[src/rtl/mem_arbiter_if.sv]
// Shared-memory arbiter bus: fetch/data request ports,
// memory-side signals and per-requester responses.
interface mem_arbiter_if #(
  parameter int AW = 8,
  parameter int DW = 8
);
  logic          if_req;
  logic [AW-1:0] if_addr;
  logic          flush;
  logic          dm_req;
  logic          dm_we;
  logic [AW-1:0] dm_addr;
  logic [DW-1:0] dm_wdata;
  logic [DW-1:0] mem_rdata;
  logic [AW-1:0] mem_addr;
  logic [DW-1:0] mem_wdata;
  logic          mem_we;
  logic          if_grant;
  logic          dm_grant;
  logic          if_valid;
  logic          dm_valid;
  logic [DW-1:0] if_rdata;
  logic [DW-1:0] dm_rdata;
  logic [15:0]   stall_count;

  modport master (
    output if_req, if_addr, flush,
    output dm_req, dm_we, dm_addr, dm_wdata,
    output mem_rdata,
    input  mem_addr, mem_wdata, mem_we,
    input  if_grant, dm_grant,
    input  if_valid, dm_valid,
    input  if_rdata, dm_rdata,
    input  stall_count
  );

  modport slave (
    input  if_req, if_addr, flush,
    input  dm_req, dm_we, dm_addr, dm_wdata,
    input  mem_rdata,
    output mem_addr, mem_wdata, mem_we,
    output if_grant, dm_grant,
    output if_valid, dm_valid,
    output if_rdata, dm_rdata,
    output stall_count
  );
endinterface

[src/rtl/mem_arbiter.sv]
// Fetch/data arbiter for one single-port synchronous memory,
// data-first with a fetch starvation guard.
module mem_arbiter #(
  parameter int AW       = 8,
  parameter int DW       = 8,
  parameter int MAX_WAIT = 3
) (
  input  logic         clock,
  input  logic         reset,
  mem_arbiter_if.slave bus
);

  localparam logic [3:0] MAX_W = 4'(MAX_WAIT);

  typedef enum logic [1:0] {
    NONE,
    IF_RD,
    DM_RD,
    DM_WR
  } resp_t;

  resp_t         resp;
  resp_t         resp_nx;
  logic [3:0]    wait_cnt;
  logic [3:0]    wait_nx;
  logic [15:0]   stall_cnt;
  logic [15:0]   stall_nx;
  logic          starved;
  logic          if_win;
  logic          dm_win;
  logic [AW-1:0] addr;
  logic [DW-1:0] wdata;
  logic          we;

  // Grants are gated by reset so every output reads 0 while held.
  always_comb begin
    starved = (wait_cnt == MAX_W);
    if_win  = !reset && bus.if_req && !bus.flush
              && (starved || !bus.dm_req);
    dm_win  = !reset && bus.dm_req && !if_win;
  end

  always_comb begin
    addr  = '0;
    wdata = '0;
    we    = 1'b0;
    unique case (1'b1)
      if_win: begin
        addr  = bus.if_addr;
        wdata = bus.dm_wdata;
      end
      dm_win: begin
        addr  = bus.dm_addr;
        wdata = bus.dm_wdata;
        we    = bus.dm_we;
      end
      default: ;
    endcase
  end

  always_comb begin
    resp_nx = NONE;
    unique case (1'b1)
      if_win:               resp_nx = IF_RD;
      dm_win && !bus.dm_we: resp_nx = DM_RD;
      dm_win && bus.dm_we:  resp_nx = DM_WR;
      default:              resp_nx = NONE;
    endcase
  end

  always_comb begin
    wait_nx = '0;
    if (bus.if_req && !if_win && !bus.flush)
      wait_nx = starved ? wait_cnt : wait_cnt + 4'd1;
  end

  always_comb begin
    stall_nx = stall_cnt;
    if (bus.if_req && !if_win && stall_cnt != 16'hFFFF)
      stall_nx = stall_cnt + 16'd1;
  end

  always_ff @(posedge clock or posedge reset) begin
    if (reset) begin
      resp      <= NONE;
      wait_cnt  <= '0;
      stall_cnt <= '0;
    end else begin
      resp      <= resp_nx;
      wait_cnt  <= wait_nx;
      stall_cnt <= stall_nx;
    end
  end

  assign bus.if_grant    = if_win;
  assign bus.dm_grant    = dm_win;
  assign bus.mem_addr    = addr;
  assign bus.mem_wdata   = wdata;
  assign bus.mem_we      = we;
  assign bus.stall_count = stall_cnt;

  // A flush in the response cycle squashes the fetch data.
  assign bus.if_valid = (resp == IF_RD) && !bus.flush;
  assign bus.if_rdata = bus.if_valid ? bus.mem_rdata : '0;
  assign bus.dm_valid = (resp == DM_RD) || (resp == DM_WR);
  assign bus.dm_rdata = (resp == DM_RD) ? bus.mem_rdata : '0;

endmodule

[src/flat_wrapper.sv]
// flat-port wrapper written by rule: the top's interface ports become plain ports
module mem_arbiter_flat 
#(
  parameter int AW       = 8,
  parameter int DW       = 8,
  parameter int MAX_WAIT = 3
)
  (clock, reset, bus_if_req, bus_if_addr, bus_flush, bus_dm_req, bus_dm_we, bus_dm_addr, bus_dm_wdata, bus_mem_rdata, bus_mem_addr, bus_mem_wdata, bus_mem_we, bus_if_grant, bus_dm_grant, bus_if_valid, bus_dm_valid, bus_if_rdata, bus_dm_rdata, bus_stall_count);
  mem_arbiter_if #(.AW(AW), .DW(DW)) bus_i ();
  input  logic clock;
  input  logic reset;
  input wire logic [$bits(bus_i.if_req)-1:0] bus_if_req;
  input wire logic [$bits(bus_i.if_addr)-1:0] bus_if_addr;
  input wire logic [$bits(bus_i.flush)-1:0] bus_flush;
  input wire logic [$bits(bus_i.dm_req)-1:0] bus_dm_req;
  input wire logic [$bits(bus_i.dm_we)-1:0] bus_dm_we;
  input wire logic [$bits(bus_i.dm_addr)-1:0] bus_dm_addr;
  input wire logic [$bits(bus_i.dm_wdata)-1:0] bus_dm_wdata;
  input wire logic [$bits(bus_i.mem_rdata)-1:0] bus_mem_rdata;
  output wire logic [$bits(bus_i.mem_addr)-1:0] bus_mem_addr;
  output wire logic [$bits(bus_i.mem_wdata)-1:0] bus_mem_wdata;
  output wire logic [$bits(bus_i.mem_we)-1:0] bus_mem_we;
  output wire logic [$bits(bus_i.if_grant)-1:0] bus_if_grant;
  output wire logic [$bits(bus_i.dm_grant)-1:0] bus_dm_grant;
  output wire logic [$bits(bus_i.if_valid)-1:0] bus_if_valid;
  output wire logic [$bits(bus_i.dm_valid)-1:0] bus_dm_valid;
  output wire logic [$bits(bus_i.if_rdata)-1:0] bus_if_rdata;
  output wire logic [$bits(bus_i.dm_rdata)-1:0] bus_dm_rdata;
  output wire logic [$bits(bus_i.stall_count)-1:0] bus_stall_count;
  assign bus_i.if_req = bus_if_req;
  assign bus_i.if_addr = bus_if_addr;
  assign bus_i.flush = bus_flush;
  assign bus_i.dm_req = bus_dm_req;
  assign bus_i.dm_we = bus_dm_we;
  assign bus_i.dm_addr = bus_dm_addr;
  assign bus_i.dm_wdata = bus_dm_wdata;
  assign bus_i.mem_rdata = bus_mem_rdata;
  assign bus_mem_addr = bus_i.mem_addr;
  assign bus_mem_wdata = bus_i.mem_wdata;
  assign bus_mem_we = bus_i.mem_we;
  assign bus_if_grant = bus_i.if_grant;
  assign bus_dm_grant = bus_i.dm_grant;
  assign bus_if_valid = bus_i.if_valid;
  assign bus_dm_valid = bus_i.dm_valid;
  assign bus_if_rdata = bus_i.if_rdata;
  assign bus_dm_rdata = bus_i.dm_rdata;
  assign bus_stall_count = bus_i.stall_count;
  mem_arbiter #(.AW(AW), .DW(DW), .MAX_WAIT(MAX_WAIT)) u_core (.clock(clock), .reset(reset), .bus(bus_i));
endmodule
[config.mk]
export PLATFORM = sky130hd
export DESIGN_NAME = mem_arbiter_flat
export DESIGN_NICKNAME = d
export VERILOG_FILES = /design/src/rtl/mem_arbiter_if.sv /design/src/rtl/mem_arbiter.sv /design/src/flat_wrapper.sv
export SDC_FILE = /design/constraint.sdc
export NUM_CORES = 1
export LEC_CHECK = 0
export ABC_AREA = 1
export CAP_MARGIN = 20
export CORE_MARGIN = 10
export CORE_UTILIZATION = 35
export CTS_CLUSTER_DIAMETER = 150
export DETAILED_ROUTE_END_ITERATION = 7
export PLACE_DENSITY_LB_ADDON = 0.3
export SKIP_CTS_REPAIR_TIMING = 1
export SLEW_MARGIN = 15
export SYNTH_ARGS = -nofsm -noshare
export SYNTH_HDL_FRONTEND = slang
export SYNTH_SLANG_ARGS = --single-unit
[constraint.sdc]
create_clock -name clock -period 1.6 [get_ports clock]
set_input_delay 0.32 -clock clock [delete_from_list [all_inputs] [get_ports clock]]
set_output_delay 0.32 -clock clock [all_outputs]
set_load 0.01 [all_outputs]
==> results by group <==
Route
  • Number of vias per cell: about 4.9
  • Antenna Violating Nets Remaining: 0
  • DRT Wirelength: about 6500 um
  • Count of unresolved DRC violations after routing: 0
  • Number of design-rule violations left by the first detailed-router iteration: 91
  • Via Count: between 2000 and 2500
  • Per-cell routed wire length: 15.2 um
  • 1st-pass router iterations: 4

Setup path
  • Maximum net fanout on the critical path: 5
  • Number of cell instances on the worst register-to-register path: 10
  • Setup slack, reg-to-reg: -0.14 ns
  • CP Class: reg -> out
  • Endpoint class of the critical path: primary output
  • Data required time of the critical path: 1.28 ns
  • Cell with the largest stage delay on the worst path: sky130_fd_sc_hd__dfrtp_1
  • Destination of the worst register-to-register timing path: u_core.bus.stall_count[0]
  • Signal arrival time at the worst endpoint: ~1.7 ns
  • Critical path launch point type: register
  • Reg-to-reg startpoint: u_core.wait_cnt[0]
  • CP dominant cell by count: sky130_fd_sc_hd__nand2_2
  • Delay of the slowest cell on the worst path: 0.39 ns
  • Cells along the critical path: ha_2, nand2_2, nand2_2, nand2_4, nand3_4, clkbuf_16, a21boi_4, buf_6

Global route
  • Combined global-route utilization of all metal layers: 0.146
  • Global route overflow: 0
  • Largest net degree at the start of global routing: 23
  • Antenna violations before repair: 0
  • First-pass GRT wire length: between 9000 and 10000 um
  • Via count of the first global-routing pass: a little under 2000

Synth
  • Sequential share of the synthesized area: 0.338
  • Synthesized net count: 285
  • Netlist Area Pre-Place: ~1600 um2
  • Flops & latches, synth: 22
  • Syn Area/Cell: 6.65 um2
  • Count of different cell masters after synthesis: 28
  • Post-Syn Instances: between 200 and 250
  • Count of warnings emitted by yosys: 0

Cells and area
  • Ant. Diodes: 0
  • Most frequent cells in the layout: sky130_fd_sc_hd__nand2_1, sky130_fd_sc_hd__clkdlybuf4s50_1, sky130_fd_sc_hd__buf_4
  • NumNets Final: approximately 420
  • Layout overhead on the synthesized area: 94.1%
  • Non-Filler Instances: between 400 and 500
  • Fraction of final layout cells sized beyond drive strength 1: 0.313
  • Layout fillers: between 300 and 400
  • Most common cell after layout, fill and taps aside: sky130_fd_sc_hd__nand2_1

Floorplan
  • Width of the die: between 80 and 90 um
  • DIE HEIGHT: between 80 and 90 um
  • I/O pin total: 91
  • Die area: 7780 um2
  • Initial cell density of the core: 0.367
  • Rows: 24
  • Standard cell core area: between 4000 and 5000 um2

STA
  • Unrepaired setup endpoints after global routing: true
  • Maximum frequency from static timing analysis: about 0.5 GHz
  • Least-Margin Pin Slew: 0.390 ns
  • Final Hold Violating Endpoints: 0
  • Final period util: 1.24
  • Worst Skew: 0.0111 ns
  • Number of max-slew violations in the final report: 0
  • Slew margin rel.: 0.739
  • Number of setup violations in the final report: roughly 40
  • Final min period: 1.99 ns
  • PnR worst setup slack: -0.389 ns

CTS
  • Clock-pin slew on the worst setup and hold paths: approximately 0.090 ns
  • Max Buffers Root-to-Sink: 2
  • TritonCTS clock tree: built
  • CTS Root Buffer Type: sky130_fd_sc_hd__clkbuf_8
  • Number of clock buffers inserted by TritonCTS: 3
  • CTS sink count: 22
  • Worst-Skew Late Latency: around 0.27 ns
  • Number of H-tree levels: 1

Min path
  • Worst hold-check path type: in -> async

Placed design
  • Buffers added on ports: 90
  • Routability congestion estimate from global placement: between 0.8 and 0.9
  • Placed insts: 405
  • Post-place setup slack: -0.776 ns
  • Total half-perimeter wirelength after legalization and detailed placement: roughly 4800 um

Power and ir drop
  • Standby leakage power: between 1.5 and 2 nW
  • Total power density per cell area: 616 nW/um2
  • Worst IR drop on VDD: ~0.00057 V

Status
  • Violations in the final reports: setup timing
  • Status: finished, violations left

Run
  • Max-Cap Viols: 0
## sequential cells by signal, summed over array words and instances (netlist names)
register / count
u_core.bus.stall_count: 16
u_core.resp: 2
u_core.wait_cnt: 4
## area by class of cell
class | count | area [um2] | share of cell area
inverters | 25 | 105 | 0.0332
flip-flops and latches | 22 | 559 | 0.177
well taps | 52 | 65.1 | 0.0206
repair buffers | 131 | 1250 | 0.397
clock inverters | 1 | 30.0 | 0.00950
clock buffers | 3 | 41.3 | 0.0131
multi-input cells | 192 | 1110 | 0.350
## worst max path at each step
stage	from	endpoint	depth (start not counted)
after floorplan	u_core.wait_cnt[0]	bus_mem_wdata[7]	6
after global placement	bus_flush	bus_mem_wdata[0]	9
after detailed placement	bus_flush	bus_mem_wdata[1]	9
after CTS	u_core.wait_cnt[1]	bus_mem_wdata[1]	8
after global routing	u_core.wait_cnt[0]	bus_mem_wdata[7]	8
final	u_core.wait_cnt[0]	bus_mem_wdata[5]	8
## synthesized netlist by cell type (all sizes together)
cell type  number  share of area
dfrtp          22           0.34
xnor2           5          0.027
inv            24          0.055
clkinv          1         0.0023
buf             3          0.017
clkbuf          3         0.0084
nand3b          1         0.0046
nand4           5          0.019
xor2            5          0.027
o21ai          18          0.055
nand3          11          0.040
a21oi           1         0.0031
nor3b           1         0.0046
ha              2          0.015
nor2           38           0.11
a21boi          8          0.037
nor3            1         0.0031
nand2          96           0.24
## cell families after synthesis
family | count (synthesis) | synth area share
AND/OR/NAND/NOR | 153 | 0.415
buffers and inverters | 31 | 0.0829
AO/OA/AOI/OAI | 27 | 0.0952
flip-flops | 22 | 0.338
XOR/XNOR | 10 | 0.0538
adder cells (fa/ha/maj) | 2 | 0.0154
## layer usage
metal | part of all wire | global-route usage | vias to the layer above
met5 | 0 | 0 | -
met4 | 0.019 | 0.0352 | 0
met3 | 0.060 | 0.0432 | 11
met2 | 0.53 | 0.270 | 75
met1 | 0.39 | 0.160 | 965
li1 | - | - | 1024
## metrics by stage
stage	area (um2)	power [mW]	TNS [ns]	utilization	hold WS (ns)
global placement	2860	1.38	-25.59	0.644	0.535
floorplan	1750	0.987	-0.110	-	0.201
detailed placement	2860	1.39	-27.23	0.644	0.573
global route	3160	2.05	-10.97	0.711	0.563
CTS	2940	1.93	-25.06	0.660	0.540
finish	3160	1.95	-8.12	0.711	0.554
## worst max-delay path, delay by kind of cell, from the launching register on
kind	cells	cell delay [ns]
DFF	1	0.39
and+or+nand+nor	4	0.37
buffers and inverters	2	0.31
adders and majority gates	1	0.20
AOI/OAI and AO/OA	1	0.13
## power by group
group	switching (mW)	internal (mW)	total, mW
registers	0.0728	0.621	0.694
clock network	0.192	0.335	0.526
logic	0.322	0.406	0.729
total	0.587	1.36	1.95
Note: power is estimated with default switching activity, not from simulation.
